## src/rtl/led_bank_arbiter.sv

```systemverilog
// Time-sliced round-robin owner selection for a shared LED bank.
// A free-running prescaler paces the slices; led_o drives active-low pins.
module led_bank_arbiter #(
  parameter int N_REQ       = 4,
  parameter int LED_W       = 6,
  parameter int TICK_COUNT  = 13500000,
  parameter int SLICE_TICKS = 4
) (
  input  logic                     clk,
  input  logic                     rst,
  input  logic [N_REQ-1:0]         req_i,
  input  logic [N_REQ*LED_W-1:0]   pattern_i,
  output logic [N_REQ-1:0]         gnt_o,
  output logic                     busy_o,
  output logic                     tick_o,
  output logic [LED_W-1:0]         led_o
);
  localparam int PW = $clog2(TICK_COUNT);
  localparam int SW = $clog2(SLICE_TICKS + 1);
  localparam int IW = $clog2(N_REQ);

  typedef enum logic [1:0] {IDLE, ARB, OWN} state_t;

  state_t          state;
  logic [PW-1:0]   pre_cnt;
  logic [SW-1:0]   slice_cnt;
  logic [IW-1:0]   ptr, owner;
  logic [IW-1:0]   win_idx;
  logic            win_vld;
  logic            others;

  always_ff @(posedge clk or posedge rst) begin
    if (rst)                                pre_cnt <= '0;
    else if (pre_cnt == PW'(TICK_COUNT - 1)) pre_cnt <= '0;
    else                                    pre_cnt <= pre_cnt + 1'b1;
  end

  assign tick_o = (pre_cnt == PW'(TICK_COUNT - 1));

  // Scan from the far end back toward ptr so the closest pending index wins.
  always_comb begin
    win_vld = 1'b0;
    win_idx = '0;
    for (int i = N_REQ - 1; i >= 0; i--) begin
      if (req_i[(int'(ptr) + i) % N_REQ]) begin
        win_vld = 1'b1;
        win_idx = IW'((int'(ptr) + i) % N_REQ);
      end
    end
  end

  assign others = |(req_i & ~(N_REQ'(1) << owner));

  always_ff @(posedge clk or posedge rst) begin
    if (rst) begin
      state     <= IDLE;
      gnt_o     <= '0;
      busy_o    <= 1'b0;
      ptr       <= '0;
      owner     <= '0;
      slice_cnt <= '0;
      led_o     <= '1;
    end else begin
      led_o <= (state == OWN) ? ~pattern_i[int'(owner)*LED_W +: LED_W] : '1;
      case (state)
        IDLE: if (|req_i) state <= ARB;
        ARB: begin
          if (win_vld) begin
            gnt_o     <= N_REQ'(1) << win_idx;
            busy_o    <= 1'b1;
            owner     <= win_idx;
            ptr       <= (int'(win_idx) == N_REQ - 1) ? '0 : win_idx + 1'b1;
            slice_cnt <= '0;
            state     <= OWN;
          end else begin
            state <= IDLE;
          end
        end
        OWN: begin
          // Release outranks slice expiry.
          if (!req_i[owner]) begin
            gnt_o  <= '0;
            busy_o <= 1'b0;
            state  <= ARB;
          end else if (tick_o) begin
            if (slice_cnt == SW'(SLICE_TICKS - 1)) begin
              if (others) begin
                gnt_o  <= '0;
                busy_o <= 1'b0;
                state  <= ARB;
              end else begin
                slice_cnt <= '0;
              end
            end else begin
              slice_cnt <= slice_cnt + 1'b1;
            end
          end
        end
        default: state <= IDLE;
      endcase
    end
  end
endmodule

```

## config.mk

```make
export PLATFORM = sky130hd
export DESIGN_NAME = led_bank_arbiter
export DESIGN_NICKNAME = d
export VERILOG_FILES = /design/src/rtl/led_bank_arbiter.sv
export SDC_FILE = /design/constraint.sdc
export NUM_CORES = 1
export LEC_CHECK = 0
export ABC_AREA = 1
export CAP_MARGIN = 30
export CORE_MARGIN = 2
export CORE_UTILIZATION = 55
export DETAILED_ROUTE_END_ITERATION = 10
export PLACE_DENSITY = 0.8
export SETUP_SLACK_MARGIN = 0.5
export SYNTH_ARGS = -nofsm -noshare
export SYNTH_HDL_FRONTEND = slang
export SYNTH_SLANG_ARGS = --single-unit
```

## constraint.sdc

```tcl
create_clock -name clk -period 2.1 [get_ports clk]
set_input_delay 0.21 -clock clk [delete_from_list [all_inputs] [get_ports clk]]
set_output_delay 0.21 -clock clk [all_outputs]
set_load 0.02 [all_outputs]
```

==> impl_results.md, run 1 <==
* Status: finished, final reports clean
* Final HPWL DP at 5377 um
* Worst flop-to-flop path endpoint: gnt_o[2]$_DFFE_PP0P_
* Leak at 1.986 nW
* Slew Viols, Final at 0
* Clk pwr share at 0.120
* NumNets Final at 521
* Routability cong. at 0.9710
* Gate power share at 0.615
* Area share of the largest cell type after synthesis at 0.3131
* Vias in the first global route at 2800
* VDD IR max at 1.453 mV
* Area of the multi-input gates at 2012 um2
* Peak Freq at 0.5389 GHz
* DRC viols at 0
* Sequential area share after synthesis at 0.3651
* Bufs on Longest Clock Path at 2
* Sw power at 2.090 mW
* Post-Syn Instances at 406
* Seq cells post-synth at 44
* Period utilisation layout at 0.8836
* Syn_area_per_cell at 7.479 um2
* Routed Antenna Nets at 0
* Synth cell types at 35
* Clk root buf: clkbuf_8
* Max H-tree Level at 2
* Wire per inst at 16.03 um
* Internal power at 2.355 mW
* Fill cells at 327
* Via density at 5.596
* Fin area at 4257 um2
* Fin crit period at 1.856 ns
* Switching Share at 0.4702
* PwrDens at 1044 nW/um2
* Worst-path clk slew at 0.08 ns
* Synth Cell Area at 3037 um2
* CTS sink cnt at 44
* Largest net degree at the start of global routing at 45
* I/O pin total at 42
* TritonCTS Buffers at 5
* # diodes at 0
* CP max FO at 7
* Sum Neg Setup Slack at 0 ns
* Post-layout util at 0.7875
* Port Buffers at 41
* Worst path arrival time at 2.10 ns
* Share of layout cells above drive strength 1 at 0.3548
* Core region area at 5405 um2
* FF/Latch Area at 1117 um2
* Actual slew at the worst max-slew pin at 0.4160 ns
* Endpoints failing setup at 0
* Die X at 78.31 um
* Commonest non-fill, non-tap cell in the layout: nand2_1
* Crit path required time at 2.34 ns
* Endpoints failing hold at 0
* Setup CP Type: reg2reg
* Initial DRT Pass Iterations at 5
* Flop pwr share at 0.264
* Worst r2r src: ptr[0]$_DFFE_PP0P_
* Die area at 6132 um2
* Relative slew slack at 0.7208
* Crit path launch type: flop
* Final hold slack at 0.2736 ns
* DRT Wirelength at 8882 um
* Tot GR Track Use at 0.2575
* RSZ-0062 raised after global routing: yes
* Tot Pwr at 4.445 mW
* Worst min path class: in2async
* GRT overflow at 0
* Synthesis-to-layout area growth at 40.17%
* First-pass GRT wire length at 12590 um
* Number of max-cap violations at 0
* Via count at 3100
* Std-Cell Rows at 27
* Reg2reg setup slack at 0.24 ns
* Post-Syn Nets at 446
* Critical Path End Type: flop
* Chip height at 78.31 um
* Effective utilization at floorplan at 0.5618
* Most frequent cells in the layout: 70 x nand2_1, 42 x inv_1, 34 x nor2_1, 33 x clkdlybuf4s50_1, 31 x dfrtp_1
* Placed inst area at 3578 um2
* TritonCTS clock tree: done
* Initial antenna violation count at 0
* Syn. warnings at 0
* Clock latency on the worst-skew pair at 0.30 ns
* Top cell type by total area after synthesis: dfrtp_1
* Initial DRC Count at 201
* Clk_skew at 0.004490 ns
* Synth area leaders: dfrtp_1 31%, nand2_1 11%, inv_1 6.6%, nand3_1 5.6%, dfstp_2 5.2%
* FF-to-FF path depth at 14
==> cells in the mapped netlist (all sizes together) <==
cell type	count
clkbuf	1
nor3b	1
a21oi	8
nand3	36
xnor2	2
a22oi	7
nor4	1
xor2	9
nor2	53
o21ai	19
dfrtp	38
nor3	10
buf	5
a21boi	1
dfstp	6
nand4	20
or2	3
nand2	114
ha	10
inv	62
==> per-layer routing <==
layer / GRT usage / share of wire
met4: 0.09825 / 0.037
met5: 0 / 0
met3: 0.03563 / 0.045
met2: 0.4440 / 0.52
met1: 0.3286 / 0.40
==> layout make-up <==
| type | instances | share of cell area |
|---|---|---|
| clock inverter | 2 | 0.002939 |
| tap | 72 | 0.02116 |
| clock buffer | 6 | 0.01705 |
| inverter | 62 | 0.05879 |
| multi-input combinational | 294 | 0.4727 |
| sequential | 44 | 0.2625 |
| timing repair buffer | 74 | 0.1649 |
==> worst max-delay path by stage <==
| stage | depth (start not counted) | to | from | slack, ns |
|---|---|---|---|---|
| finish | 14 | gnt_o[2]$_DFFE_PP0P_ | ptr[0]$_DFFE_PP0P_ | 0.24 |
| global route | 14 | gnt_o[2]$_DFFE_PP0P_ | ptr[0]$_DFFE_PP0P_ | 0.19 |
| global placement | 13 | ptr[1]$_DFFE_PP0P_ | req_i[2] | 0.11 |
| detailed placement | 13 | ptr[1]$_DFFE_PP0P_ | req_i[2] | 0.04 |
| floorplan | 9 | ptr[1]$_DFFE_PP0P_ | ptr[0]$_DFFE_PP0P_ | 0.50 |
| CTS | 12 | ptr[1]$_DFFE_PP0P_ | ptr[0]$_DFFE_PP0P_ | 0.39 |
==> registers in the layout, summed over array words and instances, names as in the netlist <==
signal / count
gnt_o: 4
ptr: 2
slice_cnt: 3
pre_cnt: 24
owner: 2
led_o: 6
state: 2
busy_o: 1
==> cells by family (layout without fill, tap and decap cells) <==
group                    after synthesis  after routing  synth area share
flip-flops                            44             44            0.3651
buffers and inverters                 68            144           0.08940
adder cells (fa/ha/maj)               10             10           0.04120
AO/OA/AOI/OAI                         35             35           0.07293
AND/OR/NAND/NOR                      238            238            0.3997
XOR/XNOR                              11             11           0.03173
==> stage by stage <==
step | instances | setup slack [ns]
floorplan | 406 | 0.4994
global placement | 522 | 0.1075
detailed placement | 522 | 0.04291
CTS | 541 | 0.3944
global route | 554 | 0.1910
finish | 554 | 0.2445
==> power by group through the flow <==
| stage | Clock [mW] | Sequential [mW] | Combinational (mW) |
|---|---|---|---|
| 2_1_floorplan | 0 | 1.18 | 1.36 |
| 3_3_place_gp | 0 | 1.18 | 1.73 |
| 3_5_place_dp | 0 | 1.18 | 1.79 |
| 4_1_cts | 0.542 | 1.15 | 1.93 |
| 5_1_grt | 0.577 | 1.19 | 2.95 |
| 6_report | 0.535 | 1.17 | 2.74 |
==> worst max-delay path: stages, from the launching register on <==
cell	delay [ns]
dfrtp_2	0.41
buf_12	0.17
clkinv_8	0.06
nor2_1	0.17
o21ai_2	0.11
nand2_2	0.08
nand2_4	0.08
nand2_4	0.10
nand2_4	0.06
nand2_4	0.10
ha_4	0.14
inv_2	0.03
nor2_2	0.09
nand4_1	0.11
nand2_1	0.10
==> what timing repair did <==
action                     CTS  global route
hold buffers                 0             0
gates resized for setup     38            94
setup endpoints to repair   22            23
setup buffers               11            13
pin swaps                   10            38
No activity file was read; power rests on OpenSTA's default activity.
==> inputs of run 2 (changes only) <==
--- a/config.mk
+++ b/config.mk
@@ -12,5 +12,7 @@
 export DETAILED_ROUTE_END_ITERATION = 10
 export PLACE_DENSITY = 0.8
+export RECOVER_POWER = 100
 export SETUP_SLACK_MARGIN = 0.5
+export SKIP_LAST_GASP = 1
 export SYNTH_ARGS = -nofsm -noshare
 export SYNTH_HDL_FRONTEND = slang
==> constraint.sdc (replaced) <==
create_clock -name clk -period 2.1 [get_ports clk]
set_input_delay 0.21 -clock clk [delete_from_list [all_inputs] [get_ports clk]]
set_output_delay 0.21 -clock clk [all_outputs]
set_load 0.1 [all_outputs]
==> run 2 against run 1 <==
Effect of this change: power increased by 8.9%; global-route usage up 0.41 points; setup slack worse by 0.054 ns; clock skew up 0.0084 ns; cell count is 0.72% higher; register-to-register slack got worse by 0.05 ns; largest cell class unchanged; sequential power about the same; combinational power is 10% higher; first-iteration DRC count grew 79%; critical path type unchanged; sequential cell count unchanged; sequential share of layout area is 0.11 points higher; largest power group unchanged; clock power up 22%.
==> impl_results.md, run 2 (synthesized netlist as in run 1, its figures left out) <==
* Status: finished, final reports clean
* TritonCTS Buffers at 5
* Largest net degree at the start of global routing at 45
* Critical path, cell by cell: buf_4, buf_4, nand3_4, nor2_1, inv_1, nor2_1, xnor2_1, nor2_1
* Slew Viols, Final at 0
* Met1 WL at 3558 um
* Fin crit period at 1.910 ns
* Met2 wire length at 4699 um
* Area of the multi-input gates at 2018 um2
* Relative slew slack at 0.2199
* RSZ-0062 raised after global routing: yes
* DRC viols at 0
* Flop pwr share at 0.242
* Clk_skew at 0.01290 ns
* Routed Antenna Nets at 0
* Via density at 5.609
* Number of max-cap violations at 0
* Sw power at 2.418 mW
* Fill cells at 355
* Share of layout cells above drive strength 1 at 0.3704
* DRT Wirelength at 9109 um
* Worst path arrival time at 2.09 ns
* VDD IR max at 1.325 mV
* Initial DRT Pass Iterations at 5
* Internal power at 2.424 mW
* Crit path launch type: flop
* Max H-tree Level at 2
* Hold depth at 2
* I/O pin total at 42
* Largest stage delay on the critical path at 0.50 ns
* PwrDens at 1141 nW/um2
* Leak at 1.969 nW
* Core region area at 5405 um2
* Die X at 78.31 um
* Clk pwr share at 0.135
* FF/Latch Area at 1119 um2
* Wire per inst at 16.32 um
* Actual slew at the worst max-slew pin at 1.175 ns
* Endpoints failing setup at 0
* Max reg flops at 24
* Final HPWL DP at 5266 um
* First-pass GRT wire length at 12930 um
* Synthesis-to-layout area growth at 39.76%
* Via count at 3130
* Endpoints failing hold at 0
* CTS sink cnt at 44
* Top sig layer: met4
* Most frequent cells in the layout: 72 x nand2_1, 42 x inv_1, 33 x nor2_1, 30 x nand2_2, 30 x dfrtp_1
* Initial antenna violation count at 0
* CTS Hold Buffers Added at 0
* Clk root buf: clkbuf_8
* Setup CP Type: reg2reg
* Commonest non-fill, non-tap cell in the layout: nand2_1
* Worst path most repeated cell: nor2_1
* Die area at 6132 um2
* Met3 wire length at 543 um
* Bufs on Longest Clock Path at 2
* Regs by FF count: pre_cnt x24, led_o x6, gnt_o x4
* Worst min path class: reg2reg
* Period utilisation layout at 0.9093
* Tot Pwr at 4.842 mW
* NumNets Final at 525
* Tot GR Track Use at 0.2615
* Worst-path clk slew at 0.08 ns
* Gate power share at 0.623
* Chip height at 78.31 um
* CP max FO at 4
* Effective utilization at floorplan at 0.5618
* Critical Path End Type: flop
* Clock latency on the worst-skew pair at 0.31 ns
* FF-to-FF path depth at 8
* Std-Cell Rows at 27
* Initial DRC Count at 359
* Vias in the first global route at 2893
* Switching Share at 0.4994
* Largest Register: pre_cnt
* Slowest CP cell: nor2_1
* TritonCTS clock tree: done
* Routability cong. at 0.9097
* # diodes at 0
* Crit path required time at 2.28 ns
* Port Buffers at 41
* Peak Freq at 0.5237 GHz
* Sum Neg Setup Slack at 0 ns
* GRT overflow at 0
## run 2: cell count changes in the layout (fill, tap and decap cells not counted), sizes merged
| cell | delta |
|---|---|
| buf | +1 |
| bufinv | +1 |
| clkbuf | +14 |
| clkdlybuf4s50 | -7 |
| clkinv | -1 |
| dlygate4sd2 | -5 |
| dlygate4sd3 | +1 |
## run 2: layout make-up
cell class,instances,area share
well taps,72,0.02123
multi-input cells,294,0.4755
clock inverters,2,0.008255
inverters,62,0.05631
repair buffers,78,0.1580
flip-flops and latches,44,0.2636
clock buffers,6,0.01710
## run 2: what timing repair did
item                       in CTS  in global routing
gates resized for setup        47                 76
pin swaps                      19                 44
setup endpoints to repair      19                 27
setup buffers                  23                 10
## run 2: routing by layer
layer	GRT usage	vias to the layer above
met5	0	-
met2	0.4267	136
met4	0.08070	0
li1	-	1455
met3	0.04828	38
met1	0.3555	1501
## run 2: critical path, delay by kind of cell, from the launching register on
| family | cells | cell delay, ns |
|---|---|---|
| xor+xnor | 1 | 0.14 |
| simple gates | 4 | 0.85 |
| flops | 1 | 0.37 |
| buf+inv | 3 | 0.43 |
## run 2: power groups by stage
stage / registers (mW) / logic (mW) / clock network, mW
3_5_place_dp: 1.18 / 2.13 / 0
6_report: 1.17 / 3.02 / 0.654
2_1_floorplan: 1.55 / 1.36 / 0
4_1_cts: 1.15 / 2.43 / 0.651
3_3_place_gp: 1.18 / 2.08 / 0
5_1_grt: 1.19 / 3.22 / 0.686
## run 2: per-stage QoR
stage,hold WS [ns],area [um2],setup WS [ns],instances,utilization
2_1_floorplan,0.3647,3043,0.4994,406,-
3_3_place_gp,0.4642,3513,0.1046,517,0.6500
3_5_place_dp,0.4653,3513,0.06375,517,0.6500
4_1_cts,0.3705,3941,0.4107,548,0.7292
5_1_grt,0.5262,4244,0.1375,558,0.7852
6_report,0.4964,4244,0.1904,558,0.7852
## run 2: final timing paths
| check | to | slack, ns | start |
|---|---|---|---|
| max in group asynchronous | pre_cnt[6]$_DFF_PP0_ | 0.69 | rst |
| min in group asynchronous | pre_cnt[8]$_DFF_PP0_ | 0.68 | rst |
| min | busy_o$_DFFE_PP0P_ | 0.50 | busy_o$_DFFE_PP0P_ |
| max | pre_cnt[13]$_DFF_PP0_ | 0.19 | pre_cnt[0]$_DFF_PP0_ |
| min reg2reg | busy_o$_DFFE_PP0P_ | 0.50 | busy_o$_DFFE_PP0P_ |
| max reg2reg | pre_cnt[13]$_DFF_PP0_ | 0.19 | pre_cnt[0]$_DFF_PP0_ |
